$ cat config.mk
export PLATFORM = sky130hd
export DESIGN_NAME = mips_mem_arbiter
export DESIGN_NICKNAME = d
export VERILOG_FILES = /design/src/rtl/mips_mem_arbiter.sv
export SDC_FILE = /design/constraint.sdc
export NUM_CORES = 1
export LEC_CHECK = 0
export ABC_AREA = 1
export BUFFER_PORTS_ARGS = -buffer_cell sky130_fd_sc_hd__buf_4
export CAP_MARGIN = 10
export CORE_MARGIN = 10
export CORE_UTILIZATION = 34
export CTS_CLUSTER_SIZE = 28
export DETAILED_ROUTE_END_ITERATION = 12
export PLACE_DENSITY = 0.62
export REMOVE_ABC_BUFFERS = 1
export SYNTH_ARGS = -nofsm -noshare
export SYNTH_HDL_FRONTEND = slang
export SYNTH_SLANG_ARGS = --single-unit
$ cat constraint.sdc
create_clock -name clk -period 3.98 [get_ports clk]
set_input_delay 1.194 -clock clk [delete_from_list [all_inputs] [get_ports clk]]
set_output_delay 1.194 -clock clk [all_outputs]
set_load 0.01 [all_outputs]
$ cat src/rtl/mips_mem_arbiter.sv
// mips_mem_arbiter: arbitrates a MIPS fetch port and a load/store port onto
// one shared memory bus. Three-state FSM (IDLE, GRANT_I, GRANT_D) with
// registered bus outputs, a 16-bit stall counter that aborts a transaction
// after TIMEOUT_CYCLES stalled cycles, and a sticky timeout flag.
// Build option: define MEM_ARB_ROUND_ROBIN_EN to resolve simultaneous
// requests round-robin. Without it the data port always wins.
module mips_mem_arbiter #(
  parameter int unsigned TIMEOUT_CYCLES = 255
) (
  input  logic        clk,
  input  logic        reset,
  input  logic        clk_enable,
  // fetch port
  input  logic        instr_read,
  input  logic [31:0] instr_address,
  output logic [31:0] instr_readdata,
  output logic        instr_waitrequest,
  // load/store port
  input  logic        data_read,
  input  logic        data_write,
  input  logic [31:0] data_address,
  input  logic [31:0] data_writedata,
  input  logic [3:0]  data_byteenable,
  output logic [31:0] data_readdata,
  output logic        data_waitrequest,
  // shared memory bus
  output logic [31:0] mem_address,
  output logic        mem_read,
  output logic        mem_write,
  output logic [31:0] mem_writedata,
  output logic [3:0]  mem_byteenable,
  input  logic [31:0] mem_readdata,
  input  logic        mem_waitrequest,
  // status
  output logic        busy,
  output logic        timeout_err
);

  typedef enum logic [1:0] {IDLE, GRANT_I, GRANT_D} state_e;

  localparam logic [15:0] StallLimit = 16'(TIMEOUT_CYCLES - 1);

  state_e      state_q;
  logic [15:0] stall_cnt_q;
  logic [31:0] mem_address_q;
  logic        mem_read_q;
  logic        mem_write_q;
  logic [31:0] mem_writedata_q;
  logic [3:0]  mem_byteenable_q;
  logic        timeout_err_q;

  logic        instr_req;
  logic        data_req;
  logic        granted;
  logic        timeout_hit;
  logic        done;
  logic        pick_data;
  logic        issue_i_d;
  logic        issue_d_d;
  logic [31:0] resp_data;

  assign instr_req   = instr_read;
  assign data_req    = data_read | data_write;
  assign granted     = (state_q != IDLE);
  // The abort fires in the stalled cycle that brings the count to the limit.
  assign timeout_hit = granted && mem_waitrequest && (stall_cnt_q == StallLimit);
  // A completion is only acknowledged on an enabled cycle.
  assign done        = granted && clk_enable && (!mem_waitrequest || timeout_hit);
  assign resp_data   = timeout_hit ? 32'hFFFF_FFFF : mem_readdata;

`ifdef MEM_ARB_ROUND_ROBIN_EN
  // last_grant_q: 0 = fetch port granted last, 1 = data port granted last.
  logic last_grant_q;
  assign pick_data = data_req && (!instr_req || !last_grant_q);
`else
  assign pick_data = data_req;
`endif

  // Decide which port (if any) is issued onto the bus at the next edge.
  always_comb begin
    // NOTE: every signal gets a default before the case so no latch is inferred.
    issue_i_d = 1'b0;
    issue_d_d = 1'b0;
    unique case (state_q)
      IDLE: begin
        if (clk_enable) begin
          issue_d_d = pick_data;
          issue_i_d = instr_req && !pick_data;
        end
      end
      GRANT_I: issue_d_d = done && data_req;
      GRANT_D: issue_i_d = done && instr_req;
      default: ;
    endcase
  end

  // FSM, stall counter, bus registers and sticky error flag.
  always_ff @(posedge clk or negedge reset) begin
    if (!reset) begin
      state_q          <= IDLE;
      stall_cnt_q      <= '0;
      mem_address_q    <= '0;
      mem_read_q       <= 1'b0;
      mem_write_q      <= 1'b0;
      mem_writedata_q  <= '0;
      mem_byteenable_q <= '0;
      timeout_err_q    <= 1'b0;
`ifdef MEM_ARB_ROUND_ROBIN_EN
      last_grant_q     <= 1'b0;
`endif
    end else if (clk_enable) begin
      // NOTE: non-blocking assignments so every register sees pre-edge values.
      if (issue_d_d) begin
        state_q          <= GRANT_D;
        stall_cnt_q      <= '0;
        mem_address_q    <= data_address;
        mem_read_q       <= data_read & ~data_write;
        mem_write_q      <= data_write;
        mem_writedata_q  <= data_writedata;
        mem_byteenable_q <= data_byteenable;
`ifdef MEM_ARB_ROUND_ROBIN_EN
        last_grant_q     <= 1'b1;
`endif
      end else if (issue_i_d) begin
        state_q          <= GRANT_I;
        stall_cnt_q      <= '0;
        mem_address_q    <= instr_address;
        mem_read_q       <= 1'b1;
        mem_write_q      <= 1'b0;
        mem_writedata_q  <= '0;
        mem_byteenable_q <= 4'hF;
`ifdef MEM_ARB_ROUND_ROBIN_EN
        last_grant_q     <= 1'b0;
`endif
      end else if (done) begin
        state_q    <= IDLE;
        mem_read_q <= 1'b0;
        mem_write_q <= 1'b0;
      end else if (granted && mem_waitrequest) begin
        stall_cnt_q <= stall_cnt_q + 16'd1;
      end
      if (timeout_hit) timeout_err_q <= 1'b1;
    end
  end

  assign mem_address    = mem_address_q;
  assign mem_read       = mem_read_q;
  assign mem_write      = mem_write_q;
  assign mem_writedata  = mem_writedata_q;
  assign mem_byteenable = mem_byteenable_q;
  assign timeout_err    = timeout_err_q;
  assign busy           = granted;

  // Only the granted port sees memory data; a requesting port is released
  // only in its own completion cycle.
  assign instr_readdata    = (state_q == GRANT_I) ? resp_data : 32'h0;
  assign data_readdata     = (state_q == GRANT_D) ? resp_data : 32'h0;
  assign instr_waitrequest = instr_req && !((state_q == GRANT_I) && done);
  assign data_waitrequest  = data_req  && !((state_q == GRANT_D) && done);

endmodule

==> results.ini <==
[clock_network]
cts_resized=0
htree_levels=3
clock-root-buffer=clkbuf_16
worstSkewPairLatency_ns=0.35
post_cts.repair.setup_buffers=0
cts.clk_slew.worst_paths_ns=0.07
clkSinkCount=89
postCtsHoldBufs=0
cts_buffer_depth=2
cts_tree=built
cts_made_buffers=9

[drt]
vias=5555
wl_per_cell_um=16.6
viasPerCell=4.85
drc=0
ant_nets=0
dr.first_iter.drc_count=289
routed_wl_um=19000
firstDrtPassIters=5

[power_and_ir_drop]
peakVddDrop_uv=310
total_power_w=0.00460
p_leak_nw=4.34
power_density_mw_per_mm2=613
p_switching_w=0.00185
swShare_pct=40.3
clkPwrFrac_pct=18.8
p_seq_share_pct=31.7
power_frac_comb_pct=49.4
power.internal_w=0.00274

[sta]
min_period_ns=3.57
final_max_slew_viol_count=0
finalCritPeriodShare_pct=89.8
finClkSkew_ns=0.00885
worst_pin_slew_ns=1.02
finalHoldViolCount=0
rsz0062_at_grt=no
setup_slack_ns=0.408
maxSlewHeadroom_pct=31.9
clock.fmax_mhz=280
setup_viol=0

[logic_synthesis]
syn_avg_cell_area_um2=7.20
ys.flop_type=dfrtp_1
ys_seq_area_share_pct=43.5
synthArstFlopShare_pct=100
synth_edf_count=0
synth_area_mm2=0.00512
ys_ff_latch=89
synthCells=711
yosys_warnings=0
yosys.cell_types.count=26

[worst_setup_path]
endpoint=data_readdata[4]
cp_data_required_time_ns=2.79
cp_max_fo=66
start_kind=primary input
path_class=in2out
worstPathArrival_ns=2.38
worstReg2RegEnd=stall_cnt_q[7]$_DFFE_PN0P_
rrSetupSlack_ns=1.37
crit_start=mem_waitrequest
r2r_start=stall_cnt_q[0]$_DFFE_PN0P_
r2r_cells=11
endpoint_kind=primary output

[global_routing]
grt_pass1_wl_um=29700
antenna_found_initial=0
grt_overflow=0
grt_max_degree=93
globalRouteTotalUtil_pct=18.2
grt_pass1_vias=5474

[finish]
diodes=0
final_cell_mix=buf_4, nand2_1, nand3_1
final_area_mm2=0.00750
layout.nets=1098
multi_input_area_mm2=0.00234
drive_gt1_share_pct=32.4
seqCellArea_mm2=0.00223
area_growth_pct=46.4
layout_commonest_cell=buf_4
fillers=1469

[floorplanning]
core_mm2=0.0146
die_h_um=143
initial_core_util_pct=35.0
die_x_um=143
die_area_mm2=0.0204
row_count=44
ios=277

[placed_design]
pre_cts_ws_ns=0.422
gp_congestion=0.803
hpwlAfterDp_um=14000
portBuffers=276
post_dp_cell_area_mm2=0.00720

[run]
drv_cap=0

[status]
outcome=finished clean

[worst_hold_path]
min_path_type=reg2reg

kinds of logic after synthesis:
logic type	Yosys count	share of synthesized area (%)
AND/OR/NAND/NOR	425	36.3
buffers and inverters	116	11.1
flip-flops	89	43.5
AO/OA/AOI/OAI	68	6.77
XOR/XNOR	11	1.88
adder cells (fa/ha/maj)	2	0.488
flip-flops by register name, indices dropped and copies added, names as in the netlist:
signal	flops
mem_read	1
mem_address	32
state_q	2
mem_byteenable	4
mem_write	1
stall_cnt_q	16
mem_writedata	32
timeout_err	1
synthesized netlist by cell type (3+ instances only):
cell type  instances  area (um2)
buf_4              5        37.5
nand2_1          240         901
a21oi_1           64         320
nand2_2            3        18.8
nand3_1          109         546
buf_6             14         158
nand4_1           32         200
buf_1              8        30.0
buf_2              6        30.0
nor3_1             4        20.0
dfrtp_1           89        2230
inv_1             63         236
xor2_1            10        87.6
clkbuf_1          19        71.3
nor2_1            32         120
critical path, cell delays in order:
cell and delay (ns):
buf_4 0.12, nand2_1 0.08, nor2_1 0.05, nand3_2 0.08, buf_4 0.50, a21oi_1 0.15, buf_4 0.19
power groups by stage:
stage                     combinational, W  clock [W]  sequential (W)
final                              0.00227   0.000866         0.00146
after global routing               0.00254   0.000911         0.00150
after CTS                          0.00233   0.000888         0.00146
after detailed placement           0.00233          0         0.00146
after global placement             0.00231          0         0.00145
after floorplan                   0.000919          0         0.00160
per-stage QoR:
stage / hold WS, ns / setup TNS (ns) / utilization [%] / std cells
2_1_floorplan: 0.486 / -58.14 / - / 659
3_3_place_gp: 0.467 / 0 / 49.2 / 1130
3_5_place_dp: 0.470 / 0 / 49.2 / 1130
4_1_cts: 0.494 / 0 / 51.2 / 1146
5_1_grt: 0.511 / 0 / 51.2 / 1146
6_report: 0.490 / 0 / 51.2 / 1146
layout make-up:
class	instances	share of cell area [%]
clock inverter	6	0.901
sequential	89	29.7
inverter	64	3.20
clock buffer	10	3.05
multi-input combinational	506	31.2
timing repair buffer	287	28.9
tap	184	3.07
how the worst min path moves through the flow:
stage / startpoint / endpoint / slack [ns] / cells after the start
6_report: mem_write$_DFFE_PN0P_ / mem_write$_DFFE_PN0P_ / 0.49 / 2
5_1_grt: timeout_err$_DFFE_PN0P_ / timeout_err$_DFFE_PN0P_ / 0.51 / 1
4_1_cts: mem_write$_DFFE_PN0P_ / mem_write$_DFFE_PN0P_ / 0.49 / 2
3_5_place_dp: mem_read$_DFFE_PN0P_ / mem_read$_DFFE_PN0P_ / 0.47 / 2
3_3_place_gp: mem_read$_DFFE_PN0P_ / mem_read$_DFFE_PN0P_ / 0.47 / 2
2_1_floorplan: state_q[0]$_DFFE_PN0P_ / state_q[0]$_DFFE_PN0P_ / 0.49 / 2
metal layers:
metal,part of all wire [%],track usage [%]
met5,0,0
met4,1.7,5.75
met3,12,9.32
met2,45,28.8
met1,41,20.9
(Power assumes the default switching activity.)
